[src/rtl/reg_file_arb_pkg.sv]
// Shared types and helpers for the register-file arbiter.
package reg_file_arb_pkg;

  // Upper bound on requesters; index type is sized for it.
  localparam int unsigned MAX_REQ = 4;

  typedef logic [1:0] req_idx_t;

  typedef enum logic {
    ST_INIT = 1'b0,
    ST_RUN  = 1'b1
  } state_t;

  // Convert a one-hot (or all-zero) vector to its bit index; zero maps to 0.
  function automatic req_idx_t onehot_to_idx(input logic [MAX_REQ-1:0] oh);
    req_idx_t idx;
    idx = '0;
    for (int unsigned k = 0; k < MAX_REQ; k++) begin
      if (oh[k]) idx = req_idx_t'(k);
    end
    return idx;
  endfunction

endpackage

[src/rtl/reg_file_arbiter_rr_arbiter.sv]
// Combinational round-robin arbiter. The last-grant pointer is owned by the
// caller so it can be held or reset independently of the request pattern.
module rr_arbiter
  import reg_file_arb_pkg::*;
#(
  parameter int unsigned NUM_REQ = 2
) (
  input  logic [NUM_REQ-1:0] req,
  input  req_idx_t           last,
  output logic [NUM_REQ-1:0] gnt,
  output req_idx_t           gnt_idx
);

  logic               w_found;
  logic [MAX_REQ-1:0] w_gnt_pad;

  // Scan upward from last+1 with wrap; first asserted request wins.
  always_comb begin
    gnt     = '0;
    w_found = 1'b0;
    for (int unsigned i = 1; i <= NUM_REQ; i++) begin
      for (int unsigned j = 0; j < NUM_REQ; j++) begin
        if (!w_found && req[j] && (j == (32'(last) + i) % NUM_REQ)) begin
          gnt[j]  = 1'b1;
          w_found = 1'b1;
        end
      end
    end
  end

  // Encode the one-hot grant as an index for the data muxes and pointer.
  always_comb begin
    w_gnt_pad              = '0;
    w_gnt_pad[NUM_REQ-1:0] = gnt;
    gnt_idx                = onehot_to_idx(w_gnt_pad);
  end

endmodule

[src/rtl/reg_file_arbiter.sv]
// Shares one register file (1 write port, 1 async read port) between
// NUM_REQ requesters with independent round-robin write/read arbitration,
// registered read responses and a zero-fill sequence after reset.
module reg_file_arbiter
  import reg_file_arb_pkg::*;
#(
  parameter int unsigned DATA_WIDTH = 8,
  parameter int unsigned ADDR_WIDTH = 3,
  parameter int unsigned NUM_REQ    = 2
) (
  input  logic                             clk,
  input  logic                             reset,
  input  logic [NUM_REQ-1:0]               wr_req,
  input  logic [NUM_REQ*ADDR_WIDTH-1:0]    wr_addr,
  input  logic [NUM_REQ*DATA_WIDTH-1:0]    wr_data,
  output logic [NUM_REQ-1:0]               wr_gnt,
  input  logic [NUM_REQ-1:0]               rd_req,
  input  logic [NUM_REQ*ADDR_WIDTH-1:0]    rd_addr,
  output logic [NUM_REQ-1:0]               rd_gnt,
  output logic [NUM_REQ-1:0]               rd_rsp_valid,
  output logic [DATA_WIDTH-1:0]            rd_rsp_data,
  output logic                             init_done,
  output logic                             rf_we,
  output logic [ADDR_WIDTH-1:0]            rf_w_address,
  output logic [DATA_WIDTH-1:0]            rf_w_data,
  output logic [ADDR_WIDTH-1:0]            rf_r_address,
  input  logic [DATA_WIDTH-1:0]            rf_r_data
);

  state_t                  r_state;
  state_t                  w_state_nxt;
  logic [ADDR_WIDTH-1:0]   r_init_cnt;
  logic                    r_init_done;
  req_idx_t                r_wr_last;
  req_idx_t                r_rd_last;
  logic [NUM_REQ-1:0]      r_rsp_valid;
  logic [DATA_WIDTH-1:0]   r_rsp_data;

  logic [NUM_REQ-1:0]      w_wr_req_run;
  logic [NUM_REQ-1:0]      w_rd_req_run;
  logic [NUM_REQ-1:0]      w_wr_gnt;
  logic [NUM_REQ-1:0]      w_rd_gnt;
  req_idx_t                w_wr_idx;
  req_idx_t                w_rd_idx;
  logic [ADDR_WIDTH-1:0]   w_wr_addr_sel;
  logic [DATA_WIDTH-1:0]   w_wr_data_sel;
  logic                    w_fwd;
  logic [DATA_WIDTH-1:0]   w_rd_sel_data;

  // Requests are masked during INIT so neither arbiter can grant.
  assign w_wr_req_run = (r_state == ST_RUN) ? wr_req : '0;
  assign w_rd_req_run = (r_state == ST_RUN) ? rd_req : '0;

  rr_arbiter #(.NUM_REQ(NUM_REQ)) u_wr_arb (
    .req     (w_wr_req_run),
    .last    (r_wr_last),
    .gnt     (w_wr_gnt),
    .gnt_idx (w_wr_idx)
  );

  rr_arbiter #(.NUM_REQ(NUM_REQ)) u_rd_arb (
    .req     (w_rd_req_run),
    .last    (r_rd_last),
    .gnt     (w_rd_gnt),
    .gnt_idx (w_rd_idx)
  );

  // With no grant the index is 0, so idle cycles present requester 0's fields.
  assign w_wr_addr_sel = wr_addr[w_wr_idx*ADDR_WIDTH +: ADDR_WIDTH];
  assign w_wr_data_sel = wr_data[w_wr_idx*DATA_WIDTH +: DATA_WIDTH];
  assign rf_r_address  = rd_addr[w_rd_idx*ADDR_WIDTH +: ADDR_WIDTH];

  assign wr_gnt        = w_wr_gnt;
  assign rd_gnt        = w_rd_gnt;
  assign rd_rsp_valid  = r_rsp_valid;
  assign rd_rsp_data   = r_rsp_data;
  assign init_done     = r_init_done;

  // Next state and register-file write port: zero-fill in INIT, arbitrated in RUN.
  always_comb begin
    w_state_nxt  = r_state;
    rf_we        = 1'b0;
    rf_w_address = w_wr_addr_sel;
    rf_w_data    = w_wr_data_sel;
    unique case (r_state)
      ST_INIT: begin
        rf_we        = 1'b1;
        rf_w_address = r_init_cnt;
        rf_w_data    = '0;
        if (r_init_cnt == '1) w_state_nxt = ST_RUN;
      end
      ST_RUN: begin
        rf_we = |w_wr_gnt;
      end
    endcase
  end

  // A same-cycle write to the address being read is forwarded into the response.
  assign w_fwd         = (|w_wr_gnt) && (|w_rd_gnt) && (rf_w_address == rf_r_address);
  assign w_rd_sel_data = w_fwd ? rf_w_data : rf_r_data;

  // State, zero-fill counter, grant pointers and the registered read response.
  always_ff @(posedge clk) begin
    if (reset) begin
      r_state     <= ST_INIT;
      r_init_cnt  <= '0;
      r_init_done <= 1'b0;
      r_wr_last   <= req_idx_t'(NUM_REQ - 1);
      r_rd_last   <= req_idx_t'(NUM_REQ - 1);
      r_rsp_valid <= '0;
      r_rsp_data  <= '0;
    end else begin
      r_state <= w_state_nxt;
      if (r_state == ST_INIT) begin
        r_init_cnt <= r_init_cnt + 1'b1;
        if (r_init_cnt == '1) r_init_done <= 1'b1;
      end
      if (|w_wr_gnt) r_wr_last <= w_wr_idx;
      if (|w_rd_gnt) begin
        r_rd_last  <= w_rd_idx;
        r_rsp_data <= w_rd_sel_data;
      end
      r_rsp_valid <= w_rd_gnt;
    end
  end

endmodule

[config.mk]
export PLATFORM = sky130hd
export DESIGN_NAME = reg_file_arbiter
export DESIGN_NICKNAME = d
export VERILOG_FILES = /design/src/rtl/reg_file_arb_pkg.sv /design/src/rtl/reg_file_arbiter_rr_arbiter.sv /design/src/rtl/reg_file_arbiter.sv
export SDC_FILE = /design/constraint.sdc
export NUM_CORES = 1
export LEC_CHECK = 0
export ABC_AREA = 0
export CAP_MARGIN = 40
export CELL_PAD_IN_SITES_DETAIL_PLACEMENT = 0
export CELL_PAD_IN_SITES_GLOBAL_PLACEMENT = 2
export CORE_ASPECT_RATIO = 2
export CORE_MARGIN = 10
export CORE_UTILIZATION = 35
export DETAILED_ROUTE_END_ITERATION = 6
export DONT_BUFFER_PORTS = 1
export MAX_ROUTING_LAYER = met4
export PLACE_DENSITY_LB_ADDON = 0.1
export SYNTH_ARGS = -nofsm -noshare
export SYNTH_HDL_FRONTEND = slang
export SYNTH_SLANG_ARGS = --single-unit
[constraint.sdc]
create_clock -name clk -period 5.7 [get_ports clk]
set_clock_uncertainty 0.1 [all_clocks]
set_input_delay 1.14 -clock clk [delete_from_list [all_inputs] [get_ports clk]]
set_output_delay 1.14 -clock clk [all_outputs]
set_load 0.03 [all_outputs]
==> flow_metrics.py <==
metrics = {
    "outcome": {
        "status": "complete, no violations",
    },
    "power_and_ir_drop": {
        "p_int_w": 0.0001838,
        "power_density_nw_per_um2": 186.9,
        "leakage_nw": 0.5902,
        "total_power_w": 0.0002582,
        "seq_power_share_pct": 48.4,
        "power.switching_w": 0.00007439,
        "power_frac_clock_pct": 35.4,
        "comb_power_share_pct": 16.2,
        "swShare_pct": 28.81,
        "ir_worst_vdd_uv": 132.2,
    },
    "cells_and_area": {
        "antenna_cells": 0,
        "n_fill_cell": 425,
        "finalNetCount": 209,
        "utilization_pct": 37.89,
        "syn_to_final_growth_pct": 2.793,
        "final_layout_size_suffix_gt1_share_pct": 12.80,
        "multi_input_area_um2": 899.6,
        "seq_area_um2": 340.3,
    },
    "synthesis": {
        "syn_avg_cell_area_um2": 7.905,
        "syn_area_um2": 1344,
        "synth_warnings": 0,
        "synth.most_common_cell": "nor2_1",
        "synth_flop_cell": "dfxtp_1",
        "ys_async_sr_fraction_pct": 0,
        "yosysSeqAreaShare_pct": 25.33,
        "synth_top_area_cell": "dfxtp_1",
        "synthTopCellsByArea": "dfxtp_1 25%, mux2i_1 14%, nor2_1 12%, o211ai_1 4.5%, o221ai_4 3.9%",
        "synth_top_area_share_pct": 25.33,
        "synth_commonest_cells": "44 x nor2_1, 19 x mux2i_1, 17 x dfxtp_1, 10 x nand2_1",
        "yosysUniqueCellTypes": 41,
        "synth_edf_count": 0,
        "synth_seq_cells": 17,
        "syn-num-nets": 214,
        "synth_cells": 170,
    },
    "setup_path": {
        "startpoint": "wr_req[1]",
        "path_depth": 3,
        "crit_family": "compound AO/OA/AOI/OAI gates",
        "cpPeakStageDelay_ns": 0.45,
        "worst-path-buf-inv": 0,
        "crit_type": "in -> out",
        "critPathMaxFanout": 12,
        "reg2reg_depth": 6,
        "r2r_slack_ns": 3.37,
        "startpoint_type": "input port",
        "arrival_ns": 2.31,
        "end_kind": "output pin",
        "crit_slowest_cell": "a21boi_4",
        "reg2reg_to": "rd_rsp_data[0]$_SDFFE_PP0P_",
        "r2r-start": "r_state$_SDFF_PP0_",
        "endpoint": "rf_w_address[0]",
        "worst_ep_required_time_ns": 4.46,
        "cp_cell_sequence": "a21boi_4 -> mux2i_1 -> or2_2",
    },
    "placement": {
        "place.gp.congestion": 0.7072,
        "portBuffers": 0,
        "hpwlAfterDp_mm": 3.393,
    },
    "sta": {
        "rsz0062_at_grt": "false",
        "fmax_mhz": 281.8,
        "min_period_ns": 3.549,
        "hold_violations": 0,
        "fin_tns_setup_ns": 0,
        "drv_slew": 0,
        "worstMarginPinSlew_ns": 0.7167,
        "max-slew-margin-rel_pct": 52.22,
        "setup_viol": 0,
        "finalCritPeriodShare_pct": 62.26,
    },
    "clocking": {
        "cts.sinks": 17,
        "clock_path_buffers": 2,
        "clkTransAtPathRegs_ns": 0.07,
        "postCtsSetupBuffers": 0,
        "cts_made_buffers": 3,
        "cts_root_buf": "clkbuf_8",
        "worst_skew_pair.late_latency_ns": 0.25,
        "postCtsHoldBufs": 0,
        "cts.htree.levels": 1,
        "cts-resized-gates": 0,
        "cts_tree": "yes",
    },
    "grt": {
        "gr-usage-met3_pct": 3.337,
        "grt_overflow": 0,
        "use_met2_pct": 23.32,
        "grt_max_degree": 22,
        "first_global_vias": 1175,
        "grt_pass1_wl_mm": 6.175,
        "grt_usage_pct": 11.78,
        "top_usage_layer": "met2",
        "use_met1_pct": 10.37,
        "grt_antenna_before_repair": 0,
    },
    "detailed_routing": {
        "wire_per_inst_um": 19.15,
        "final_antenna_net_count": 0,
        "drt_wl_total_mm": 4.078,
        "drc": 0,
        "vias_per_cell": 5.338,
        "vias": 1137,
        "first_pass_iters": 4,
        "first_iter_violations": 28,
    },
    "die": {
        "start_util_pct": 36.86,
        "num_rows": 31,
        "die_h_um": 107.6,
        "core_um2": 3646,
        "io_pins": 72,
        "die_x_um": 63.82,
        "dieArea_um2": 6868,
    },
    "hold_path": {
        "hold_path_depth": 2,
        "min_path_type": "reg -> reg",
    },
    "job": {
        "cap_violations": 0,
    },
}
## worst min-delay path by stage
stage	startpoint	end	slack [ns]
after floorplan	r_init_cnt[0]$_SDFFE_PP0N_	r_init_cnt[0]$_SDFFE_PP0N_	0.38
after global placement	r_init_cnt[0]$_SDFFE_PP0N_	r_init_cnt[0]$_SDFFE_PP0N_	0.41
after detailed placement	r_init_cnt[0]$_SDFFE_PP0N_	r_init_cnt[0]$_SDFFE_PP0N_	0.40
after CTS	r_init_cnt[0]$_SDFFE_PP0N_	r_init_cnt[0]$_SDFFE_PP0N_	0.42
after global routing	r_init_cnt[0]$_SDFFE_PP0N_	r_init_cnt[0]$_SDFFE_PP0N_	0.47
final	r_init_cnt[0]$_SDFFE_PP0N_	r_init_cnt[0]$_SDFFE_PP0N_	0.41
## area by class of cell
class	instances	share of cell area [%]
clock buffer	3	2.989
clock inverter	1	0.3623
inverter	7	1.902
multi-input combinational	135	65.13
sequential	17	24.64
tap	49	4.438
timing repair buffer	1	0.5435
## logic make-up (layout without fill, tap and decap cells)
| kind of cell | Yosys count | count (layout) | share of synthesized area, % |
|---|---|---|---|
| AOI/OAI and AO/OA | 33 | 33 | 21.60 |
| adders and majority gates | 2 | 2 | 1.862 |
| buffers and inverters | 18 | 12 | 7.727 |
| DFF | 17 | 17 | 25.33 |
| muxes | 19 | 19 | 14.15 |
| and+or+nand+nor | 81 | 81 | 29.33 |
## worst min-delay path, delay by kind of cell, from the launching register on
family           cells  cell delay [ns]
and+or+nand+nor      2             0.15
DFF                  1             0.32
## stage by stage
stage	cells	instance area [um2]	hold slack [ns]	setup WS (ns)
6_report	213	1381	0.4144	2.151
5_1_grt	213	1381	0.4696	2.093
4_1_cts	213	1381	0.4158	2.137
2_1_floorplan	170	1344	0.3807	2.460
3_3_place_gp	208	1328	0.4057	2.196
3_5_place_dp	209	1335	0.4025	2.137
## sequential cells by signal, indices dropped and copies added (netlist names)
signal / count
rd_rsp_valid: 2
r_init_cnt: 3
init_done: 1
rd_rsp_data: 8
r_rd_last: 1
r_wr_last: 1
r_state: 1
## power by group through the flow
stage                     registers, W  clock network (W)  logic [W]
after floorplan               0.000127                  0  0.0000414
final                         0.000125          0.0000914  0.0000419
after detailed placement      0.000128                  0  0.0000429
after global routing          0.000125           0.000100  0.0000470
after CTS                     0.000125          0.0000966  0.0000430
after global placement        0.000128                  0  0.0000419
## layer usage
layer  up-vias  wire (um)  part of all wire [%]
met2        34       2436                    60
met3         4        217                   5.3
met4         0         27                  0.66
met1       521       1396                    34
met5         -          0                     0
li1        578          -                     -
## layout by cell type (no fill, tap or decap), drive strengths merged, types with 2 or more instances in the layout
cell,n
nor2,44
mux2i,19
dfxtp,17
nand2,10
o21ai,9
o211ai,8
or3,8
inv,7
or2,4
and2,4
a21boi,4
a21oi,3
clkbuf,3
o221ai,3
nand3,2
nor2b,2
nor3,2
ha,2
and3,2
(Power assumes the default switching activity.)
